**src/rtl/axi_ram_reader.sv**
```systemverilog
// AXI4 read-only slave that serves INCR/FIFO-buffered bursts from a RAM with 1-cycle read latency.
// Define AXI_RAM_READER_ERR_CHECK_EN to enable SLVERR/DECERR checking of AR requests.
module axi_ram_reader #(
  parameter int AXI_DATA_W = 128,
  parameter int AXI_ADDR_W = 16,
  parameter int AXI_ID_W   = 8,
  parameter int MEM_ADDR_W = 12
) (
  input  logic                  clk,
  input  logic                  rst,
  input  logic                  axi_ar_arvalid,
  output logic                  axi_ar_arready,
  input  logic [AXI_ID_W-1:0]   axi_ar_arid,
  input  logic [AXI_ADDR_W-1:0] axi_ar_araddr,
  input  logic [3:0]            axi_ar_arregion,
  input  logic [7:0]            axi_ar_arlen,
  input  logic [2:0]            axi_ar_arsize,
  input  logic [1:0]            axi_ar_arburst,
  input  logic [3:0]            axi_ar_arcache,
  input  logic [2:0]            axi_ar_arprot,
  input  logic [3:0]            axi_ar_arqos,
  output logic                  axi_r_rvalid,
  input  logic                  axi_r_rready,
  output logic [AXI_ID_W-1:0]   axi_r_rid,
  output logic [AXI_DATA_W-1:0] axi_r_rdata,
  output logic [1:0]            axi_r_rresp,
  output logic                  axi_r_rlast,
  output logic                  mem_rd_en,
  output logic [MEM_ADDR_W-1:0] mem_rd_addr,
  input  logic [AXI_DATA_W-1:0] mem_rd_data
);

  localparam int BYTES = AXI_DATA_W / 8;
  localparam int OFF_W = $clog2(BYTES);
  localparam logic [1:0] RESP_OKAY = 2'd0;
`ifdef AXI_RAM_READER_ERR_CHECK_EN
  localparam int HI_LSB = MEM_ADDR_W + OFF_W;
  localparam logic [1:0] RESP_SLVERR = 2'd2;
  localparam logic [1:0] RESP_DECERR = 2'd3;
`endif

  typedef enum logic {IDLE, BURST} state_t;

  state_t                  state, state_next;
  logic                    arready_en;
  logic [AXI_ID_W-1:0]     burst_id;
  logic [AXI_ADDR_W-1:0]   burst_addr;
  logic [7:0]              burst_len;
  logic [7:0]              beat_cnt;
  logic                    burst_fixed;
  logic [1:0]              burst_resp;

  logic [1:0]              ar_resp;
  logic                    ar_fixed;
  logic                    ar_hs;
  logic                    issue;
  logic                    last_issue;
  logic                    pop;
  logic                    push;
  logic [2:0]              occ_after_pop;
  logic [AXI_ADDR_W-1:0]   word_addr;

  logic                    pend_valid;
  logic [AXI_ID_W-1:0]     pend_id;
  logic [1:0]              pend_resp;
  logic                    pend_last;

  logic [AXI_ID_W-1:0]     fifo_id   [0:1];
  logic [AXI_DATA_W-1:0]   fifo_data [0:1];
  logic [1:0]              fifo_resp [0:1];
  logic                    fifo_last [0:1];
  logic                    wr_ptr, rd_ptr;
  logic [1:0]              fifo_count;

  logic                    unused_ok;

  // Response code is decided once per burst from the AR fields and then reused for every beat.
  always_comb begin
    ar_resp  = RESP_OKAY;
    ar_fixed = (axi_ar_arburst == 2'b00);
`ifdef AXI_RAM_READER_ERR_CHECK_EN
    if ((axi_ar_arsize != 3'(OFF_W)) || axi_ar_arburst[1]) begin
      ar_resp = RESP_SLVERR;
    end else if ((axi_ar_araddr >> HI_LSB) != '0) begin
      ar_resp = RESP_DECERR;
    end
`endif
  end

  assign axi_ar_arready = (state == IDLE) && arready_en;
  assign ar_hs          = axi_ar_arvalid && axi_ar_arready;

  assign pop  = axi_r_rvalid && axi_r_rready;
  assign push = pend_valid;

  // Counting the beat leaving this cycle lets a full-rate stream keep issuing without FIFO overflow.
  assign occ_after_pop = 3'(fifo_count) + 3'(pend_valid) - 3'(pop);
  assign issue         = (state == BURST) && (occ_after_pop < 3'd2);
  assign last_issue    = issue && (beat_cnt == burst_len);

  assign word_addr   = burst_addr >> OFF_W;
  assign mem_rd_en   = issue && (burst_resp == RESP_OKAY);
  assign mem_rd_addr = mem_rd_en ? MEM_ADDR_W'(word_addr) : '0;

  always_comb begin
    state_next = state;
    case (state)
      IDLE:    if (ar_hs)      state_next = BURST;
      BURST:   if (last_issue) state_next = IDLE;
      default: state_next = IDLE;
    endcase
  end

  always_ff @(posedge clk or negedge rst) begin
    if (!rst) begin
      state      <= IDLE;
      arready_en <= 1'b0;
    end else begin
      state      <= state_next;
      arready_en <= 1'b1;
    end
  end

  always_ff @(posedge clk or negedge rst) begin
    if (!rst) begin
      burst_id    <= '0;
      burst_addr  <= '0;
      burst_len   <= '0;
      beat_cnt    <= '0;
      burst_fixed <= 1'b0;
      burst_resp  <= RESP_OKAY;
    end else if (ar_hs) begin
      burst_id    <= axi_ar_arid;
      burst_addr  <= axi_ar_araddr;
      burst_len   <= axi_ar_arlen;
      beat_cnt    <= '0;
      burst_fixed <= ar_fixed;
      burst_resp  <= ar_resp;
    end else if (issue) begin
      beat_cnt <= beat_cnt + 8'd1;
      if (!burst_fixed) begin
        burst_addr <= burst_addr + AXI_ADDR_W'(BYTES);
      end
    end
  end

  // One-cycle stage that lines beat metadata up with the RAM read data.
  always_ff @(posedge clk or negedge rst) begin
    if (!rst) begin
      pend_valid <= 1'b0;
      pend_id    <= '0;
      pend_resp  <= RESP_OKAY;
      pend_last  <= 1'b0;
    end else begin
      pend_valid <= issue;
      if (issue) begin
        pend_id   <= burst_id;
        pend_resp <= burst_resp;
        pend_last <= (beat_cnt == burst_len);
      end
    end
  end

  always_ff @(posedge clk or negedge rst) begin
    if (!rst) begin
      for (int i = 0; i < 2; i++) begin
        fifo_id[i]   <= '0;
        fifo_data[i] <= '0;
        fifo_resp[i] <= RESP_OKAY;
        fifo_last[i] <= 1'b0;
      end
      wr_ptr     <= 1'b0;
      rd_ptr     <= 1'b0;
      fifo_count <= 2'd0;
    end else begin
      if (push) begin
        fifo_id[wr_ptr]   <= pend_id;
        fifo_data[wr_ptr] <= (pend_resp == RESP_OKAY) ? mem_rd_data : '0;
        fifo_resp[wr_ptr] <= pend_resp;
        fifo_last[wr_ptr] <= pend_last;
        wr_ptr            <= ~wr_ptr;
      end
      if (pop) begin
        rd_ptr <= ~rd_ptr;
      end
      fifo_count <= fifo_count + {1'b0, push} - {1'b0, pop};
    end
  end

  assign axi_r_rvalid = (fifo_count != 2'd0);
  assign axi_r_rid    = fifo_id[rd_ptr];
  assign axi_r_rdata  = fifo_data[rd_ptr];
  assign axi_r_rresp  = fifo_resp[rd_ptr];
  assign axi_r_rlast  = fifo_last[rd_ptr];

  assign unused_ok = ^{axi_ar_arregion, axi_ar_arcache, axi_ar_arprot, axi_ar_arqos,
                       axi_ar_arsize, word_addr};

endmodule

```
**config.mk**
```make
export PLATFORM = sky130hd
export DESIGN_NAME = axi_ram_reader
export DESIGN_NICKNAME = d
export VERILOG_FILES = /design/src/rtl/axi_ram_reader.sv
export SDC_FILE = /design/constraint.sdc
export NUM_CORES = 1
export LEC_CHECK = 0
export CAP_MARGIN = 20
export CORE_UTILIZATION = 54
export DETAILED_ROUTE_END_ITERATION = 10
export PLACE_DENSITY_LB_ADDON = 0.3
export SLEW_MARGIN = 20
export SYNTH_ARGS = -nofsm -noshare
export SYNTH_HDL_FRONTEND = slang
export SYNTH_SLANG_ARGS = --single-unit
export TNS_END_PERCENT = 30
```
**constraint.sdc**
```tcl
create_clock -name clk -period 6.05 [get_ports clk]
set_input_delay 1.21 -clock clk [delete_from_list [all_inputs] [get_ports clk]]
set_output_delay 1.21 -clock clk [all_outputs]
set_load 0.1 [all_outputs]
```
==> results.cfg, run 1 <==
[critical_path]
worst-path-max-fanout = 13
slowest_delay_ps = 490
start_kind = input port
cp.required_ps = 4840
slowest_stage = fa_1
endpoint_kind = output pin
cp.arrival_ps = 4120
path_cells = clkdlybuf4s50_1 > and2_1 > ha_1 > inv_1 > ha_1 > fa_1 > nand2b_1 > nor2_1 > buf_4 > and2_1 > buf_12
path_class = input port to output pin
critPathLaunch = axi_r_rready
r2r-start = fifo_count[1]$_DFF_PN0_

[global_routing]
grt_pass1_wl_um = 49100
grtUsageMet3_pct = 6.30
antenna_found_initial = 1
grt_util_met2_pct = 38.5
gr-total-overflow = 0
grt_pass1_vias = 9192
grt_max_degree = 140
grt_busiest_layer = met2
grtUsageTotal_pct = 23.1
grtUsageMet1_pct = 29.4

[die]
chipHeight_um = 165
rows = 59
initial_core_util_pct = 55.0
die_area_um2 = 27200
core_area_um2 = 26100
ios = 338
die_x_um = 165

[outcome]
status = finished clean

[route]
routedWlPerCell_um = 19.1
drtAntennaViolNets = 0
via_count = 8935
routed_wl_um = 31700
drcViolationCount = 0
detail_route.first_pass.iterations = 4
dr.first_iter.drc_count = 461
vias_per_cell = 5.37

[sta]
tightest_slew_ps = 1080
setup_viol = 0
min_period_ps = 5330
skew_ps = 8.40
setup_tns_ps = 0
rsz0062_at_grt = no
max_freq_mhz = 188
report.final.slew_viol_count = 0
slew_headroom_pct = 27.5
timing.final.hold_violations = 0
timing.final.crit_share_pct = 88.1

[run]
cap_violations = 0

[logic_synthesis]
ys_async_sr_fraction_pct = 100
yosysSeqAreaShare_pct = 57.8
yosys_warnings = 0
synthFlopType = dfrtp_1
ys_ff_latch = 331
synth_edf_count = 0
synth.avg_cell_area_um2 = 14.4
syn_area_um2 = 14300
syn_nets = 1187
synth_cell_type_count = 33
syn_inst = 998

[clocking]
clock_latency_ps = 500
ctsHoldBuffers = 0
clock-sinks = 331
cts_tree = done
cts_root_buffer = clkbuf_16
cts_setup_buffers = 0
clk_path_buf_depth = 3
h-tree-depth = 2
path_clk_slew_ps = 60
cts_made_buffers = 36
cts_resized = 0

[cells_and_area]
fillerInstances = 1680
final_nets = 1493
final_layout_size_suffix_gt1_share_pct = 38.1
final_cell_mix = 421 x mux2_2, 330 x dfrtp_1, 301 x clkdlybuf4s50_1, 68 x nand2_1, 37 x clkbuf_16
layout_commonest_cell = mux2_2
post-route-util_pct = 73.4
syn_to_final_growth_pct = 33.5

[worst_hold_path]
min_from = burst_id[5]$_DFFE_PN0P_
hp-class = register to register

[place]
portBuffers = 315
gp_congestion = 0.795
hpwl_um = 20500
==> per-layer routing <==
metal	up-vias	wire [um]
met5	-	0
met4	0	729
met3	57	2400
met2	259	15400
met1	4488	13200
li1	4131	-
==> through the flow <==
step,hold slack (ps),std cells,cell area [um^2],setup WS (ps)
3_5_place_dp,466,1601,17900,694
3_3_place_gp,453,1601,17900,769
4_1_cts,484,1664,19100,682
6_report,480,1665,19100,722
2_1_floorplan,440,998,14300,85.2
5_1_grt,503,1665,19100,571
==> final cells by class <==
class	count	area [um^2]	share of cell area (%)
sequential	331	8290	43.3
multi-input combinational	605	5810	30.4
timing repair buffer	326	3410	17.8
clock buffer	57	1120	5.86
tap	335	419	2.19
clock inverter	6	58.8	0.308
inverter	4	15.0	0.0785
antenna	1	2.50	0.0131
==> critical path: cells and delay by family <==
| family | cells | cell delay, ps |
|---|---|---|
| adders and majority gates | 3 | 940 |
| buffers and inverters | 4 | 890 |
| and+or+nand+nor | 4 | 1080 |
==> worst paths after layout <==
check | endpoint | slack [ps] | cells past startpoint
worst max-delay path | mem_rd_addr[4] | 720 | 11
worst min-delay path | burst_id[5]$_DFFE_PN0P_ | 480 | 2
worst max register to register | pend_id[5]$_DFFE_PN0P_ | 2650 | 12
worst min register to register | burst_id[5]$_DFFE_PN0P_ | 480 | 2
max in group asynchronous | rd_ptr$_DFFE_PN0P_ | 4080 | 2
min in group asynchronous | fifo_data[197]$_DFFE_PN0P_ | 770 | 1
==> kinds of logic (layout without fill, tap and decap cells) <==
group / Yosys count / after routing / synth area share (%)
muxes: 423 / 423 / 33.2
DFF: 331 / 331 / 57.8
and+or+nand+nor: 132 / 132 / 4.44
buffers and inverters: 62 / 393 / 1.72
xor gates and xnor gates: 25 / 25 / 1.53
AOI/OAI and AO/OA: 19 / 19 / 0.742
adders and majority gates: 5 / 5 / 0.489
other: 1 / 2 / 0.0262
==> sequential cells by signal, indices dropped and copies added (netlist names), 2 cells and up <==
signal and flops:
fifo_data 256, fifo_id 16, burst_addr 12, beat_cnt 8, burst_id 8, burst_len 8
pend_id 8, fifo_resp 4, fifo_count 2, fifo_last 2
==> synthesized netlist by cell type, types with 2 or more instances <==
master / instances / area, um^2
nor4b_1: 2 / 17.5
nor2b_1: 4 / 25.0
and2_1: 15 / 93.8
or3_1: 2 / 12.5
mux2i_1: 2 / 20.0
buf_2: 11 / 55.1
ha_1: 4 / 50.1
nor3_1: 4 / 20.0
xnor2_1: 14 / 123
nor2_1: 11 / 41.3
nand3b_1: 2 / 15.0
buf_1: 5 / 18.8
inv_1: 4 / 15.0
nand2_1: 69 / 259
o31ai_1: 2 / 15.0
nand4_1: 3 / 18.8
clkbuf_1: 42 / 158
o21ai_0: 13 / 65.1
a31oi_1: 3 / 18.8
dfrtp_1: 331 / 8280
xor2_1: 11 / 96.3
mux2_2: 421 / 4740
nand3_1: 6 / 30.0
nor4_1: 8 / 50.1
Power of run 1 is not shown: default switching activity piles up to over one toggle a cycle in this logic, so the estimate is an artifact.
==> run 2, diff against run 1 <==
--- a/config.mk
+++ b/config.mk
@@ -6,6 +6,7 @@
 export NUM_CORES = 1
 export LEC_CHECK = 0
 export CAP_MARGIN = 20
+export CORE_MARGIN = 8
 export CORE_UTILIZATION = 54
 export DETAILED_ROUTE_END_ITERATION = 10
 export PLACE_DENSITY_LB_ADDON = 0.3
==> results.cfg, run 2 (synthesis gave the netlist of run 1 again) <==
[clocking]
cts_root_buffer = clkbuf_16
cts_tree = done
clock_latency_ps = 500
ctsHoldBuffers = 0
clk_path_buf_depth = 3
cts_made_buffers = 34
cts_setup_buffers = 0
clock-sinks = 331
h-tree-depth = 2
cts_resized = 0
path_clk_slew_ps = 60

[outcome]
status = finished clean

[critical_path]
cp.required_ps = 4840
start_kind = input port
cp.arrival_ps = 4040
path_class = input port to output pin
endpoint_kind = output pin
worst-path-max-fanout = 12

[route]
routed_wl_um = 33300
detail_route.first_pass.iterations = 4
vias_per_cell = 5.37
via_count = 8929
drtAntennaViolNets = 0
routedWlPerCell_um = 20.0
dr.first_iter.drc_count = 442
drcViolationCount = 0

[cells_and_area]
final_layout_size_suffix_gt1_share_pct = 37.7
final_nets = 1491
largestRegisters = fifo_data x256, fifo_id x16, burst_addr x12
fillerInstances = 1711
final_cell_mix = 421 x mux2_2, 330 x dfrtp_1, 301 x clkdlybuf4s50_1, 68 x nand2_1, 37 x clkbuf_16
instances_no_fill = 1664
layout_commonest_cell = mux2_2
top_register = fifo_data
largest_reg_flops = 256
syn_to_final_growth_pct = 32.9

[sta]
timing.final.hold_violations = 0
setup_tns_ps = 0
skew_ps = 8.88
timing.final.crit_share_pct = 86.8
holdWs_ps = 475
report.final.slew_viol_count = 0
rsz0062_at_grt = no
min_period_ps = 5250
tightest_slew_ps = 1090
setup_viol = 0
slew_headroom_pct = 27.1
max_freq_mhz = 190

[global_routing]
grt_pass1_vias = 9738
antenna_found_initial = 5
gr-total-overflow = 0
grt_max_degree = 140
grtUsageTotal_pct = 20.5
grt_pass1_wl_um = 52300

[run]
cap_violations = 0

[worst_hold_path]
hp-class = register to register

[die]
rows = 59
die_x_um = 179
core_area_um2 = 26100
ios = 338
chipHeight_um = 179
initial_core_util_pct = 55.0
die_area_um2 = 32000

[place]
portBuffers = 315
gp_congestion = 0.825
hpwl_um = 22200
post-place-cells = 1601
-- run 2: metrics by stage --
step,setup WS [ps],cell area (um^2),utilization (%)
floorplan,85.2,14300,-
detailed placement,793,17900,68.8
global route,616,19000,73.0
finish,799,19000,73.0
global placement,811,17900,68.8
CTS,777,19000,73.0
-- run 2: per-layer routing --
layer	GRT usage [%]	share of wire (%)
met5	0	0.11
met4	4.79	1.7
met3	6.04	8.2
met2	33.6	48
met1	26.4	42
-- run 2: path summary, 6_finish.rpt --
check,startpoint,endpoint,slack [ps],depth (start not counted)
max in group asynchronous,rst,fifo_data[91]$_DFFE_PN0P_,4120,2
max,axi_r_rready,mem_rd_en,800,11
min in group asynchronous,rst,fifo_data[198]$_DFFE_PN0P_,700,1
max reg2reg,fifo_count[1]$_DFF_PN0_,burst_addr[14]$_DFFE_PN0P_,2740,11
min reg2reg,burst_id[5]$_DFFE_PN0P_,burst_id[5]$_DFFE_PN0P_,480,2
min,burst_id[5]$_DFFE_PN0P_,burst_id[5]$_DFFE_PN0P_,480,2
-- run 2: layout make-up --
| type | instances | area, um^2 | area share, % |
|---|---|---|---|
| Timing Repair Buffer | 326 | 3400 | 17.8 |
| Clock inverter | 4 | 20.0 | 0.105 |
| Sequential cell | 331 | 8290 | 43.5 |
| Clock buffer | 55 | 1070 | 5.64 |
| Inverter | 4 | 15.0 | 0.0789 |
| Multi-Input combinational cell | 605 | 5810 | 30.5 |
| Antenna cell | 4 | 10.0 | 0.0526 |
| Tap cell | 335 | 419 | 2.20 |
-- run 2: worst max-delay path: stages --
cell	delay (ps)
clkdlybuf4s50_1	380
and2_1	160
ha_1	270
inv_1	40
ha_1	180
fa_1	470
nand2b_1	340
nor2_1	330
buf_4	230
buf_4	230
buf_12	200
Power of run 2 is left out for the same reason.
